==> config.mk <==
export PLATFORM = sky130hd
export DESIGN_NAME = wb_stage
export DESIGN_NICKNAME = d
export VERILOG_FILES = /design/src/rtl/wb_stage.sv
export SDC_FILE = /design/constraint.sdc
export NUM_CORES = 1
export LEC_CHECK = 0
export CORE_UTILIZATION = 41
export DETAILED_ROUTE_END_ITERATION = 8
export HOLD_SLACK_MARGIN = 0.12
export PLACE_DENSITY = 0.78
export REMOVE_ABC_BUFFERS = 1
export SYNTH_ARGS = -nofsm -noshare
export SYNTH_HDL_FRONTEND = slang
export SYNTH_SLANG_ARGS = --single-unit
==> constraint.sdc <==
create_clock -name clk -period 1.95 [get_ports clk]
set_clock_uncertainty 0.05 [all_clocks]
set_input_delay 0.4875 -clock clk [delete_from_list [all_inputs] [get_ports clk]]
set_output_delay 0.4875 -clock clk [all_outputs]
set_load 0.05 [all_outputs]
==> src/rtl/wb_stage.sv <==
// wb_stage: registered write-back stage with load wait, sub-word load extraction,
// one-cycle register-file write port, retire pulse and retired-instruction counter.
module wb_stage #(
    parameter int DATA_WIDTH       = 32,
    parameter bit HAS_CSR          = 1,
    parameter int RETIRE_CNT_WIDTH = 64
) (
    input  logic                        clk,
    input  logic                        rst_n,
    input  logic                        in_valid,
    output logic                        in_ready,
    input  logic [DATA_WIDTH-1:0]       alu_result,
    input  logic [DATA_WIDTH-1:0]       pc_plus4,
    input  logic [DATA_WIDTH-1:0]       csr_rdata,
    input  logic [1:0]                  wb_sel,
    input  logic                        regwrite_in,
    input  logic                        kill_wb,
    input  logic [4:0]                  rd_in,
    input  logic [2:0]                  load_funct3,
    input  logic [1:0]                  load_addr_lo,
    input  logic                        load_rvalid,
    input  logic [DATA_WIDTH-1:0]       load_rdata,
    output logic                        rf_we,
    output logic [4:0]                  rf_waddr,
    output logic [DATA_WIDTH-1:0]       rf_wdata,
    output logic                        busy,
    output logic                        retire_pulse,
    output logic [RETIRE_CNT_WIDTH-1:0] instret
);
    typedef enum logic {IDLE, WAIT_LOAD} state_t;
    localparam logic [1:0] SEL_ALU = 2'd0, SEL_MEM = 2'd1, SEL_PC4 = 2'd2;
    state_t state, state_nx;
    logic [4:0] rd_q, rd_c;
    logic rw_q, rw_c;
    logic [2:0] f3_q, f3_c;
    logic [1:0] lo_q, lo_c, sel_c;
    logic accept, done, go_wait;
    logic [7:0] byte_v;
    logic [15:0] half_v;
    logic [DATA_WIDTH-1:0] load_v, data_c;
    assign in_ready = (state == IDLE);
    assign busy     = (state == WAIT_LOAD);
    // While waiting, the captured fields describe the pending load, not the live inputs
    always_comb begin
        accept   = in_valid && in_ready;
        rd_c     = busy ? rd_q : rd_in;
        rw_c     = busy ? rw_q : regwrite_in;
        f3_c     = busy ? f3_q : load_funct3;
        lo_c     = busy ? lo_q : load_addr_lo;
        sel_c    = busy ? SEL_MEM : wb_sel;
        done     = busy ? load_rvalid : accept && !kill_wb && (wb_sel != SEL_MEM || load_rvalid);
        go_wait  = accept && !kill_wb && wb_sel == SEL_MEM && !load_rvalid;
        state_nx = busy ? (load_rvalid ? IDLE : WAIT_LOAD) : (go_wait ? WAIT_LOAD : IDLE);
        byte_v   = load_rdata[{lo_c, 3'b000} +: 8];
        half_v   = load_rdata[{lo_c[1], 4'b0000} +: 16];
        load_v   = f3_c == 3'd0 ? {{(DATA_WIDTH-8){byte_v[7]}}, byte_v} :
                   f3_c == 3'd1 ? {{(DATA_WIDTH-16){half_v[15]}}, half_v} :
                   f3_c == 3'd4 ? {{(DATA_WIDTH-8){1'b0}}, byte_v} :
                   f3_c == 3'd5 ? {{(DATA_WIDTH-16){1'b0}}, half_v} : load_rdata;
        data_c   = sel_c == SEL_ALU ? alu_result :
                   sel_c == SEL_MEM ? load_v :
                   sel_c == SEL_PC4 ? pc_plus4 : (HAS_CSR ? csr_rdata : '0);
    end
    always_ff @(posedge clk or negedge rst_n) begin
        if (!rst_n) begin
            state        <= IDLE;
            rd_q         <= '0;
            rw_q         <= 1'b0;
            f3_q         <= '0;
            lo_q         <= '0;
            rf_we        <= 1'b0;
            rf_waddr     <= '0;
            rf_wdata     <= '0;
            retire_pulse <= 1'b0;
            instret      <= '0;
        end else begin
            state        <= state_nx;
            rf_we        <= done && rw_c && rd_c != 5'd0;
            retire_pulse <= done;
            if (go_wait) begin
                rd_q <= rd_in;
                rw_q <= regwrite_in;
                f3_q <= load_funct3;
                lo_q <= load_addr_lo;
            end
            if (done) begin
                rf_waddr <= rd_c;
                rf_wdata <= data_c;
                instret  <= instret + 1'b1;
            end
        end
    end
endmodule

# After elaboration in Yosys (flattened, before gate mapping)
# Cells that the tools add are included.
# word_totals
regBits	115
output_inout_bits	105
inputBits	146
wordCells	50
# classes
n_mux	16
addsub	1
n_bitwise	1
eq_ne	7
n_reduce_logical	13
n_shift	2
# op_table
op	count
32-bit 2-to-1 mux	7
64-bit by 1-bit adder with 64-bit output, second input constant	1
32-bit by 6-bit indexed part select with 16-bit output	1
32-bit by 6-bit indexed part select with 8-bit output	1
1-bit logical AND	7
3-bit equality test, second input constant	2
1-bit 2-to-1 mux	5
5-bit 2-to-1 mux	1
5-bit nonzero test	1
2-bit by 1-bit equality test with 1-bit output, second input constant	2
2-bit 2-to-1 mux	2
3-bit by 1-bit equality test with 1-bit output, second input constant	1
3-bit logical NOT	1
3-bit 2-to-1 mux	1
2-bit equality test, second input constant	1
1-bit logical NOT	2
2-bit logical NOT	1
2-bit by 1-bit inequality test with 1-bit output, second input constant	1
1-bit logical OR	1
1-bit inverter	1

# Longest topological paths before layout
# Gate-level depths: netlist of run 1.
# logic_depth
depth_word	8
depth_mapped	8
mapped_depth_nobuf	6

# Worst setup path after synthesis of run 1
# No wires, ideal clock.
# synth_timing
path_type	reg2reg
start	register state, in the netlist busy
end	register rf_wdata[20]
setup_time_ps	131
period_less_slack_ps	2320
arrival_ps	2139
stages_incl_launch_ff	8
required_ps	1769
setup_slack_ps	-370
n_path_buf	2
cell_sequence	dfrtp_1 buf_6 mux2i_4 mux2i_2 mux2i_1 a21oi_2 buf_4 a22oi_1
# synth_via
elab_chain_len	8
word_cells_on_any_way	24
classes_between	5 x eq/ne; 2 x shift; 11 x mux; 1 x bitwise; 5 x reduce/logical
# synth_rtl
item	line_no	source
start: declaration	32	state_t state, state_nx;
start signal: assignment	77	state <= state_nx;
branches (longest 8 deep; another with 32-bit by 6-bit indexed part select with 16-bit output)	n/a	
end signal: assignment	88	rf_wdata <= data_c;
end: declaration	25	output logic [DATA_WIDTH-1:0] rf_wdata,
# Several ways; the timed one is not identified.
# A chain may end at the register's enable or synchronous reset.

# Worst setup path after layout of run 1
# layout_timing
start	register state, in the netlist busy
end	register rf_wdata[9]
# layout_via
elab_chain_len	8
word_cells_on_any_way	24
classes_between	5 x eq/ne; 2 x shift; 11 x mux; 1 x bitwise; 5 x reduce/logical
# layout_rtl
item	line_no	source
2-bit 2-to-1 mux / 3-bit 2-to-1 mux (equally long branches)	49, 48	
32-bit by 6-bit indexed part select with 16-bit output / 3-bit equality test (equally long branches)	55, 59	
32-bit 2-to-1 mux	59	f3_c == 3'd5 ? {{(DATA_WIDTH-16){1'b0}}, half_v} : load_rdata;
32-bit 2-to-1 mux	58	f3_c == 3'd4 ? {{(DATA_WIDTH-8){1'b0}}, byte_v} :
32-bit 2-to-1 mux	57	f3_c == 3'd1 ? {{(DATA_WIDTH-16){half_v[15]}}, half_v} :
32-bit 2-to-1 mux	56	load_v = f3_c == 3'd0 ? {{(DATA_WIDTH-8){byte_v[7]}}, byte_v} :
32-bit 2-to-1 mux	61	sel_c == SEL_MEM ? load_v :
32-bit 2-to-1 mux	60	data_c = sel_c == SEL_ALU ? alu_result :
# Several ways; a longest one is shown, not always the timed one.

==> results of run 1 <==
==> path summary, 6_finish.rpt <==
kind / endpoint / slack, ps / cells past startpoint
max: rf_wdata[9]$_DFFE_PN0P_ / -90 / 7
min: rf_waddr[1]$_DFFE_PN0P_ / 440 / 2
max reg2reg: rf_wdata[9]$_DFFE_PN0P_ / -90 / 7
min reg2reg: rf_waddr[1]$_DFFE_PN0P_ / 440 / 2
max in group asynchronous: rf_wdata[25]$_DFFE_PN0P_ / 710 / 3
min in group asynchronous: instret[45]$_DFFE_PN0P_ / 560 / 2
==> layout make-up <==
class / count / area share
Tap cell: 216 / 0.0231
Timing Repair Buffer: 381 / 0.309
Clock buffer: 22 / 0.0388
Inverter: 10 / 0.00384
Clock inverter: 10 / 0.00929
Sequential cell: 115 / 0.246
Multi-Input combinational cell: 500 / 0.370
==> cell families (layout without fill, tap and decap cells) <==
family	after synthesis	count (layout)	share of synthesized area
compound gates	152	152	0.170
buf+inv	48	423	0.0344
flops	115	115	0.419
fa+ha+maj	1	1	0.00182
mux	63	63	0.103
simple gates	221	221	0.192
xor+xnor	63	63	0.0803
==> per-layer routing <==
layer  routed length (um)  GRT usage
met3                 1690     0.0583
met1                10400      0.360
met5                    0          0
met2                12500      0.482
met4                  941      0.132
==> cells in the final DEF, fill, tap and decap left out, drive strengths merged, types with 2 or more instances in the layout <==
cell	synthesis	layout
nand2	64	64
nand4	17	17
and4	5	5
a21oi	6	6
xnor2	22	22
clkdlybuf4s50	0	139
nor3	35	35
and3	6	6
o22a	24	24
and2	7	7
clkinvlp	0	2
a311oi	7	7
a221o	9	9
bufinv	0	2
o21ai	42	42
mux2	44	44
buf	23	237
a22oi	33	33
nor3b	2	2
dfrtp	115	115
xor2	41	41
nand3	21	21
dlymetal6s2s	0	2
mux2i	19	19
clkbuf	15	22
clkinv	0	6
inv	10	10
o22ai	7	7
o2bb2ai	6	6
or4	2	2
o211ai	4	4
dlygate4sd2	0	2
nand2b	4	4
nor2	30	30
nor2b	5	5
or3	2	2
a221oi	6	6
nor4	16	16
==> timing repair <==
item,CTS,global route
cloned,1,0
buffers inserted,13,16
endpoints found under the setup margin,70,73
hold buffers,1,0
resized for setup,74,80
endpoints found under the hold margin,33,0
pin swaps,27,35
==> power breakdown <==
| group | internal (W) | switching [W] |
|---|---|---|
| registers | 0.00268 | 0.000249 |
| logic | 0.00126 | 0.00175 |
| clock network | 0.00190 | 0.00112 |
| total | 0.00584 | 0.00312 |
==> tightest hold or removal path, cell delays in order, from the launching register on <==
cell and delay [ps]:
dfrtp_1 340, nand2_1 50, o21ai_0 60
==> state kept, by name (all words and copies together), names as in the netlist <==
name          flops
rf_we             1
rd_q              5
rw_q              1
f3_q              3
rf_wdata         32
busy              1
instret          64
rf_waddr          5
retire_pulse      1
lo_q              2
==> stage by stage <==
step           utilization  power, W  hold WS [ps]  worst slack, ps
2_1_floorplan            -   0.00443           142            -1540
3_3_place_gp         0.633   0.00572           413             -608
3_5_place_dp         0.633   0.00578           425             -654
4_1_cts              0.697   0.00890           437            -62.0
5_1_grt              0.727   0.00929           468             -168
6_report             0.727   0.00896           441            -90.3
==> impl_metrics.ini, run 1 <==
[sta]
finalCritPeriodShare = 1.05
timing.max_slew.rel_slack = 0.433
finalCriticalPeriod_ps = 2040
finalSetupViolations = 31
maxSlewViolCount = 0
fmax_ghz = 0.490
timing_worst_slew_pin_value_ps = 850
timing_hold_violations_final = 0
worst_slack_ps = -90.3
setup_total_negative_slack_ps = -1810
grt_setup_unrepaired = yes

[global_route]
grt_usage = 0.289
antenna_violations_before_repair = 0
largest_net_degree_at_the_start_of_global_routing = 40
grt_first_pass_wirelength_um = 38900
overflow = 0
via_count_of_the_first_global_routing_pass = 7069

[logic_synthesis]
mappedNetlistArea_um2 = 6870
synth-seq-area-share = 0.419
synth_top_cell_area_share = 0.419
synth_async_sr_flop_share = 1.00
netlist_instances = 663
synth-seq-cells = 115
synth_top_cells_by_count = 115 x dfrtp_1, 63 x nand2_1, 44 x mux2_2
synth.largest_area_cell = dfrtp_1
synth_top_area_cells = dfrtp_1 42%, mux2_2 7.2%, xor2_1 5.2%
number_of_flops_mapped_to_enable_cells_by_yosys = 0
synth_cell_types = 64
synthesis.yosys.warnings = 0
yosys_most_used_dff = dfrtp_1
synth_most_common_cell = dfrtp_1
synth_area_per_cell_um2 = 10.4

[critical_path]
critical_path.max_fanout = 8
cp.required_ps = 2200
setup.worst_path.end_class = register
critical-path-top-delay-family = multiplexers
crit-reg2reg-launch = busy$_DFF_PN0_
critical_path.max_stage_delay_ps = 490
crit_buf_inv = 2
crit_start = busy$_DFF_PN0_
critical_path.startpoint_type = register
critical_path.cell_chain = mux2i_4 > buf_12 > mux2i_4 > o32ai_4 > buf_12 > nor3_2 > o21ai_1
critical_path_arrival_ps = 2290
critical_path_class = register to register
critPathSlowestCell = dfrtp_2

[worst_hold_path]
holdCritPathClass = register to register
hold_path.startpoint = rf_waddr[1]$_DFFE_PN0P_

[placement]
placedCellCount = 1192
dpl.hpwl_um = 17900
io_buffers = 250
gp_routability_congestion = 0.920
placedInstanceArea_um2 = 10200

[clock_network]
clock_tree.htree_level_count = 4
clock_sinks = 115
cts_root_buffer = clkbuf_16
tritoncts_clock_tree = done
clkSlewWorstSetupHoldPaths_ps = 50
clock_insertion_delay_worst_skew_ps = 420
cts_max_path_buffers = 2
cts_made_buffers = 17

[status]
status = finished with violations
failed_checks = negative setup slack

[floorplan]
fp.dieH_um = 131
rows = 46
core-area_um2 = 16100
floorplan.initialDensity = 0.426
io_pins = 251
chipWidth_um = 131
die_area_um2 = 17300

[finish]
area_delta_synth_final_pct = 70.6
multi_input_area_um2 = 4340
layout-drive-gt1-share = 0.401
post_layout_instance_area_um2 = 11700
insertedDiodeCount = 0
finalNetCount = 1172
final-instance-count-excl-fill = 1254
layout.filler_cells = 1105
final-seq-area_um2 = 2880

[drt]
drt_drc_violations_left = 0
drt_pre_antenna_iters = 6
wire_per_inst_um = 20.4
routed_wirelength_um = 25500
avgViaCountPerCell = 5.67
drtAntennaViolNets = 0
drt_first_iter_violations = 365
total_via_count_after_detailed_routing = 7105

[power_and_ir_drop]
vdd_ir_drop_max_uv = 734
power-per-cell-area_nw_per_um2 = 765
leakagePower_nw = 5.38

[run]
drv.max_cap_violation_count = 0
(Power assumes the default switching activity.)
==> inputs of run 2 (changes only) <==
--- a/config.mk
+++ b/config.mk
@@ -6,6 +6,7 @@
 export NUM_CORES = 1
 export LEC_CHECK = 0
 export CORE_UTILIZATION = 41
+export CTS_CLUSTER_DIAMETER = 50
 export DETAILED_ROUTE_END_ITERATION = 8
 export HOLD_SLACK_MARGIN = 0.12
 export PLACE_DENSITY = 0.78
==> results of run 2 <==
The final DEF is identical to that of run 1; final timing and power are the same.
